### config.mk
export PLATFORM = sky130hd
export DESIGN_NAME = register_file
export DESIGN_NICKNAME = d
export VERILOG_FILES = /design/src/rtl/regfile_pkg.sv /design/src/rtl/register16.sv /design/src/rtl/register_file.sv
export SDC_FILE = /design/constraint.sdc
export NUM_CORES = 1
export LEC_CHECK = 0
export CORE_MARGIN = 10
export CORE_UTILIZATION = 55
export CTS_BUF_LIST = sky130_fd_sc_hd__clkbuf_4 sky130_fd_sc_hd__clkbuf_8 sky130_fd_sc_hd__clkbuf_16
export DETAILED_ROUTE_END_ITERATION = 7
export GPL_ROUTABILITY_DRIVEN = 0
export GPL_TIMING_DRIVEN = 0
export PLACE_DENSITY = 0.72
export SYNTH_ARGS = -nofsm -noshare
export SYNTH_HDL_FRONTEND = slang
export SYNTH_SLANG_ARGS = --single-unit
### constraint.sdc
create_clock -name Clock -period 5.7 [get_ports Clock]
set_input_delay 1.14 -clock Clock [delete_from_list [all_inputs] [get_ports Clock]]
set_output_delay 1.14 -clock Clock [all_outputs]
set_load 0.02 [all_outputs]
### src/rtl/regfile_pkg.sv
// Shared constants for the ALU operand register file: function codes,
// read-select encodings and the default register width.
package regfile_pkg;

    localparam int DATA_WIDTH = 16;

    // Register function codes
    localparam logic [2:0] FS_DEC     = 3'b000;
    localparam logic [2:0] FS_INC     = 3'b001;
    localparam logic [2:0] FS_LOAD    = 3'b010;
    localparam logic [2:0] FS_CLR     = 3'b011;
    localparam logic [2:0] FS_LOW_CLR = 3'b100;
    localparam logic [2:0] FS_LOW     = 3'b101;
    localparam logic [2:0] FS_HIGH    = 3'b110;
    localparam logic [2:0] FS_SEXT    = 3'b111;

    // Read-select encodings; the value is also the register's index in the file
    localparam logic [2:0] SEL_R1 = 3'd0;
    localparam logic [2:0] SEL_R2 = 3'd1;
    localparam logic [2:0] SEL_R3 = 3'd2;
    localparam logic [2:0] SEL_R4 = 3'd3;
    localparam logic [2:0] SEL_S1 = 3'd4;
    localparam logic [2:0] SEL_S2 = 3'd5;
    localparam logic [2:0] SEL_S3 = 3'd6;
    localparam logic [2:0] SEL_S4 = 3'd7;

endpackage

### src/rtl/register16.sv
// One 16-bit register with async active-low reset, active-high enable and
// the eight-way function decode applied to its own current value.
module register16 #(
    parameter int                           DATA_WIDTH  = regfile_pkg::DATA_WIDTH,
    parameter logic [DATA_WIDTH-1:0]        RESET_VALUE = '0
) (
    input  logic                  Clock,
    input  logic                  Reset,
    input  logic                  E,
    input  logic [2:0]            FunSel,
    input  logic [DATA_WIDTH-1:0] I,
    output logic [DATA_WIDTH-1:0] Q
);
    import regfile_pkg::*;

    logic [DATA_WIDTH-1:0] r_q;
    logic [DATA_WIDTH-1:0] w_next;

    // Next-state decode; byte-lane functions assume a two-byte register
    always_comb begin
        w_next = r_q;
        case (FunSel)
            FS_DEC:     w_next = r_q - DATA_WIDTH'(1);
            FS_INC:     w_next = r_q + DATA_WIDTH'(1);
            FS_LOAD:    w_next = I;
            FS_CLR:     w_next = '0;
            FS_LOW_CLR: w_next = {{(DATA_WIDTH-8){1'b0}}, I[7:0]};
            FS_LOW:     w_next = {r_q[DATA_WIDTH-1:8], I[7:0]};
            FS_HIGH:    w_next = {I[7:0], r_q[7:0]};
            FS_SEXT:    w_next = {{(DATA_WIDTH-8){I[7]}}, I[7:0]};
            default:    w_next = r_q;
        endcase
    end

    // State update: reset wins immediately, otherwise update only when enabled
    always_ff @(posedge Clock or negedge Reset) begin
        if (!Reset)
            r_q <= RESET_VALUE;
        else if (E)
            r_q <= w_next;
    end

    assign Q = r_q;

endmodule

### src/rtl/register_file.sv
// ALU operand register file: R1-R4 and S1-S4, written from bus I under a
// common function code, read out through two independent 8:1 muxes.
module register_file #(
    parameter int                    DATA_WIDTH  = regfile_pkg::DATA_WIDTH,
    parameter logic [DATA_WIDTH-1:0] RESET_VALUE = '0
) (
    input  logic                  Clock,
    input  logic                  Reset,
    input  logic [DATA_WIDTH-1:0] I,
    input  logic [2:0]            FunSel,
    input  logic [3:0]            RegSel,
    input  logic [3:0]            ScrSel,
    input  logic [2:0]            OutASel,
    input  logic [2:0]            OutBSel,
    output logic [DATA_WIDTH-1:0] OutA,
    output logic [DATA_WIDTH-1:0] OutB
);
    import regfile_pkg::*;

    localparam int NUM_REGS = 8;

    // Index k follows the read-select encoding: 0..3 = R1..R4, 4..7 = S1..S4.
    // Select buses are MSB-first (bit3 = R1/S1), hence the reversed bit order.
    logic [NUM_REGS-1:0]   w_en;
    logic [DATA_WIDTH-1:0] w_q [NUM_REGS];

    assign w_en = {~ScrSel[0], ~ScrSel[1], ~ScrSel[2], ~ScrSel[3],
                   ~RegSel[0], ~RegSel[1], ~RegSel[2], ~RegSel[3]};

    genvar k;
    generate
        for (k = 0; k < NUM_REGS; k++) begin : g_reg
            register16 #(
                .DATA_WIDTH  (DATA_WIDTH),
                .RESET_VALUE (RESET_VALUE)
            ) u_reg (
                .Clock  (Clock),
                .Reset  (Reset),
                .E      (w_en[k]),
                .FunSel (FunSel),
                .I      (I),
                .Q      (w_q[k])
            );
        end
    endgenerate

    // Zero-cycle read muxes; all 8 codes map to a register so nothing goes X
    always_comb begin
        OutA = w_q[OutASel];
        OutB = w_q[OutBSel];
    end

endmodule

-- Word-level counts from Yosys, hierarchy flattened
Index checks and enable logic that the tools add are counted.
- bits in registers: 128
- input port bits: 35
- output and inout bits: 32
- word-level logic and storage cells: 84
- add/sub/neg operators: 16
- $lt $le $gt $ge: 2
- eq/ne operators: 7
- muxes and demuxes: 14
- bitwise operators: 12
- reductions and logical operators: 17
- operators by type and width (operator ; number):
    case mux 16 bit (8 select lines) ; 8
    adder 16 x 1 -> 16 bit, second input constant ; 8
    subtractor 16 x 1 -> 16 bit, second input constant ; 8
    binary-select mux 16 bit (select 3 bit) ; 2
    two-way mux 16 bit ; 4
    AND reduction 2 bit ; 16
    equality test 3 bit, second input constant ; 4
    inverter 1 bit ; 10
    greater-or-equal comparator 4 bit, second input constant ; 2
    inverter 3 -> 4 bit ; 2
    equality test 3 x 2 -> 1 bit, second input constant ; 2
    equality test 3 x 1 -> 1 bit, second input constant ; 1
    logical NOT 3 bit ; 1

-- Depth between registers and ports, before layout
- depth in word-level cells: 4
- depth in mapped cells: 14
- depth with buffers taken out: 12

-- Cells and area by module
From an unflattened synthesis, not the netlist that was laid out.
- cells, all modules: 1902
- area, all modules: 16270.6 um^2
- modules (own cells, without submodules) (module ; instances ; cells each ; area an instance (um^2)):
    register16 at g_reg[0].u_reg ... ; 4 ; 222 ; 1764.2
    register16 at g_reg[4].u_reg ... ; 4 ; 223 ; 1760.4
    register_file ; 1 ; 122 ; 2172.1

-- Worst setup path after synthesis
No wires, ideal clock.
- path kind: input-to-reg
- start: input FunSel[2]
- end: register g_reg[5].u_reg.r_q[14]
- arrival: 6968 ps
- required time: 5566 ps
- slack: -1402 ps
- stages on the path: 14
- path buffers: 2
- path through: buf_2 buf_1 nor2_1 nand2_1 inv_1 fa_1 nand2b_1 a21oi_1 nor3_1 o41ai_1 a221o_1 a21oi_1 mux2i_1 o211ai_1
- word-level cells in the longest chain between the ends: 3
- RTL lines (element ; line ; RTL):
    start, declared ; register_file.sv:10 ; input logic [2:0] FunSel,
    parallel branches: the longest is 3 deep, another holds case mux 16 bit (8 select lines) ; n/a ;
    end signal, assigned ; register16.sv:40 ; r_q <= w_next;
    end, declared ; register16.sv:16 ; logic [DATA_WIDTH-1:0] r_q;
Parallel ways; which one is timed is not known.
A chain may end at the register's enable or synchronous reset.

-- Worst setup path in the final report
- start: input FunSel[1]
- end: register g_reg[3].u_reg.r_q[14]
- word-level cells in the longest chain between the ends: 3
- RTL lines (element ; line):
    parallel branches: the longest is 3 deep, another holds case mux 16 bit (8 select lines) ; n/a
    end signal, assigned ; register16.sv:40
    end, declared ; register16.sv:16
Parallel ways; which one is timed is not known.

==> summary.md <==
| Metric | Value |
|---|---|
| Flip-flop and latch area | 3200 µm² |
| CP Capture Type | flip-flop |
| Nets | 1735 |
| GR Util met3 | 7.95% |
| Sequential cell area fraction in the yosys report | 24.7% |
| Instance count of the mapped netlist | 1486 |
| Worst Path Arrival | 5650 ps |
| Count of filler cells inserted in the layout | 1989 |
| GR Util All Layers | 28.0% |
| Most frequently used flop master after synthesis | dfrtp_1 |
| Drt initial violations | 1292 |
| Yosys reg bits | 128 |
| Layer with the highest usage | met2 |
| Crit-path cells | clkdlybuf4s50_1 > clkbuf_1 > nor2_1 > nand2_8 > clkinvlp_4 > fa_1 > nor2b_1 > o21ai_0 > a21o_1 > a211oi_1 > o21ai_0 > a21oi_1 > mux2i_1 > o211ai_1 |
| Number of flops mapped to enable cells by yosys | 0 |
| Unrepaired setup endpoints after global routing | no |
| Number of slew-limit violations in the final report | 0 |
| Crit start category | input port |
| Post-synth cell types | 67 |
| Post-Place Cells | 1866 |
| Critical Path Slowest Stage Cell | clkinvlp_4 |
| Number of global-route vias before repair | 11.8k |
| Required time reported for the critical path endpoint | 6010 ps |
| Global-route wire length before repair | 67100 µm |
| Final standard cell utilization of the core | 62.7% |
| Number of CTS-inserted buffers | 17 |
| Worst clock skew | 13.8 ps |
| Post-place setup slack | -509 ps |
| Max clock buf depth | 2 |
| Critical path fanouts, max | 64 |
| Library cell used as clock root buffer | clkbuf_16 |
| Clock latency on the worst-skew pair | 440 ps |
| First-pass DRT Iterations | 7 |
| Final cell count without fillers | 1899 |
| Largest vdd supply drop | 0.000241 V |
| Area growth from synthesis to layout | 12.7% |
| Kind of cell adding the most delay to the critical path | buffers and inverters |
| Proportion of layout cells with a drive suffix above 1 | 10.6% |
| Net count of the mapped netlist | 1654 |
| Worst slew margin relative to its limit | 34.6% |
| Worst-margin pin slew | 981 ps |
| Upper clock frequency limit | 0.187 GHz |
| Share of flip-flops with an asynchronous set or reset | 100% |
| Floorplan core area | 23300 µm² |
| # IOs | 67 |
| Max cap viols | 0 |
| Sinks on the clock net | 128 |
| Worst hold-check path type | flip-flop to flip-flop |
| Path type of the worst setup path | input port to flip-flop |
| N_diodes | 0 |
| Effective utilization at floorplan | 55.6% |
| Remaining antenna violation count after routing | 0 |
| Worst-case setup margin in the final layout | 362 ps |
| Die width | 174 µm |
| Mapped Area | 13000 µm² |
| DIE HEIGHT | 174 µm |
| Routing usage on met1 | 37.4% |
| Total of buffers placed on input and output ports | 60 |
| Antenna violations before repair | 3 |
| Status | finished, final reports clean |
| Buffers and inverters on the worst path | 3 |
| Avg Vias per Cell | 6.46 |
| Peak per-stage delay on the critical path | 600 ps |
| Final count of hold timing violations | 0 |
| Post-CTS Hold Buffers | 0 |
| TritonCTS clock tree | yes |
| Number of design rule violations left after detail routing | 0 |
| Commonest non-fill, non-tap cells in the layout | a21oi_1 (174), nand2_1 (159), o21ai_0 (138) |
| Power density cells | 378 nW/µm² |
| Half-perimeter wire length after detailed placement | 32100 µm |
| Mean instance size in the synthesized netlist | 8.73 µm² |
| Share of the clock period used by the worst path after layout | 93.7% |
| Die area | 30100 µm² |
| Number of H-tree levels | 4 |
| Static Leak | 0.00614 µW |
| Final setup viols | 0 |
| Setup tns final | 0 ps |
| YS warnings | 0 |
| Total routed wirelength | 42500 µm |
| Largest net degree at the start of global routing | 72 |
| Overall overflow remaining after global route | 0 |
| Placement row count | 56 |
| Mean routed wirelength per cell | 22.4 µm |
| Post-CTS setup buffer count | 0 |
| Flip-flop count of the largest register after layout | 128 |
| Clock transition at the register clock pins on the worst setup and hold paths after CTS | 60 ps |
| Tmin final | 5340 ps |
| Area taken by multi-input logic gates | 9350 µm² |
| Total number of vias | 12.3k |
| Met2 track demand over resource in global routing | 42.0% |
| Most common cell after layout, fill and taps aside | a21oi_1 |
| CP dominant cell by count | o21ai_0 |
| Total Power | 5520 µW |
synthesized netlist by cell type (all sizes together) (25+ instances only):
cell type	number	share of area, %
xor2	31	2.1
nand2	160	4.6
a21oi	174	6.7
clkbuf	58	1.7
nor2	99	2.9
ha	125	12
mux4	64	11
a31oi	25	1.2
mux2	35	3.0
xnor2	60	4.0
o21ai	144	5.6
nand3	26	1.0
dfrtp	128	25
inv	44	1.3
nor3	34	1.3
a21o	27	1.6
kinds of logic (layout without fill, tap and decap cells):
| logic type | Yosys count | in the layout | synth area share (%) |
|---|---|---|---|
| flops | 128 | 128 | 24.7 |
| mux | 113 | 113 | 15.2 |
| simple gates | 431 | 432 | 15.4 |
| compound gates | 474 | 474 | 21.7 |
| buf+inv | 116 | 209 | 3.50 |
| xor+xnor | 91 | 91 | 6.14 |
| fa+ha+maj | 133 | 133 | 13.3 |
worst paths after layout:
check,startpoint,to,slack [ps],cells after the start
setup / recovery,FunSel[1],g_reg[3].u_reg.Q[14]$_DFFE_PN0P_,360,14
hold / removal,g_reg[0].u_reg.Q[8]$_DFFE_PN0P_,g_reg[0].u_reg.Q[8]$_DFFE_PN0P_,540,2
setup reg to reg,g_reg[2].u_reg.Q[2]$_DFFE_PN0P_,g_reg[2].u_reg.Q[15]$_DFFE_PN0P_,2820,9
hold reg to reg,g_reg[0].u_reg.Q[8]$_DFFE_PN0P_,g_reg[0].u_reg.Q[8]$_DFFE_PN0P_,540,2
max in group asynchronous,Reset,g_reg[0].u_reg.Q[13]$_DFFE_PN0P_,4210,2
min in group asynchronous,Reset,g_reg[7].u_reg.Q[0]$_DFFE_PN0P_,670,1
final cells by class:
type | instances | share of cell area [%]
buffer | 72 | 1.98
clock buffer | 22 | 3.25
clock inverter | 10 | 0.761
inverter | 44 | 1.15
multi-input combinational | 1243 | 63.9
sequential | 128 | 21.9
tap | 319 | 2.73
timing repair buffer | 61 | 4.30
stage by stage:
step	area, µm²	hold WS (ps)
after floorplan	13000	479
after global placement	14000	513
after detailed placement	14000	521
after CTS	14600	537
after global routing	14600	556
final	14600	536
routing by layer:
| metal | vias to the layer above | share of wire (%) | routed length (µm) |
|---|---|---|---|
| met1 | 5834 | 43 | 18400 |
| met4 | 6 | 3.8 | 1590 |
| met2 | 621 | 43 | 18500 |
| li1 | 5677 | - | - |
| met3 | 126 | 9.4 | 3990 |
| met5 | - | 0.10 | 43 |
report_power, final:
group / internal, µW / switching [µW] / total, µW
logic: 1390 / 1630 / 3020
clock network: 679 / 455 / 1130
registers: 1100 / 267 / 1370
total: 3170 / 2360 / 5520
worst min-delay path, cell delays in order (launching register included):
cell and delay, ps:
dfrtp_1 380, nand2_1 50, o21ai_0 60
what timing repair did:
item / in CTS / in global routing
cloned: 1 / 0
hold endpoints to repair: 0 / 0
endpoints found under the setup margin: 2 / 4
gates resized for setup: 0 / 2
No activity file was read; power rests on OpenSTA's default activity.
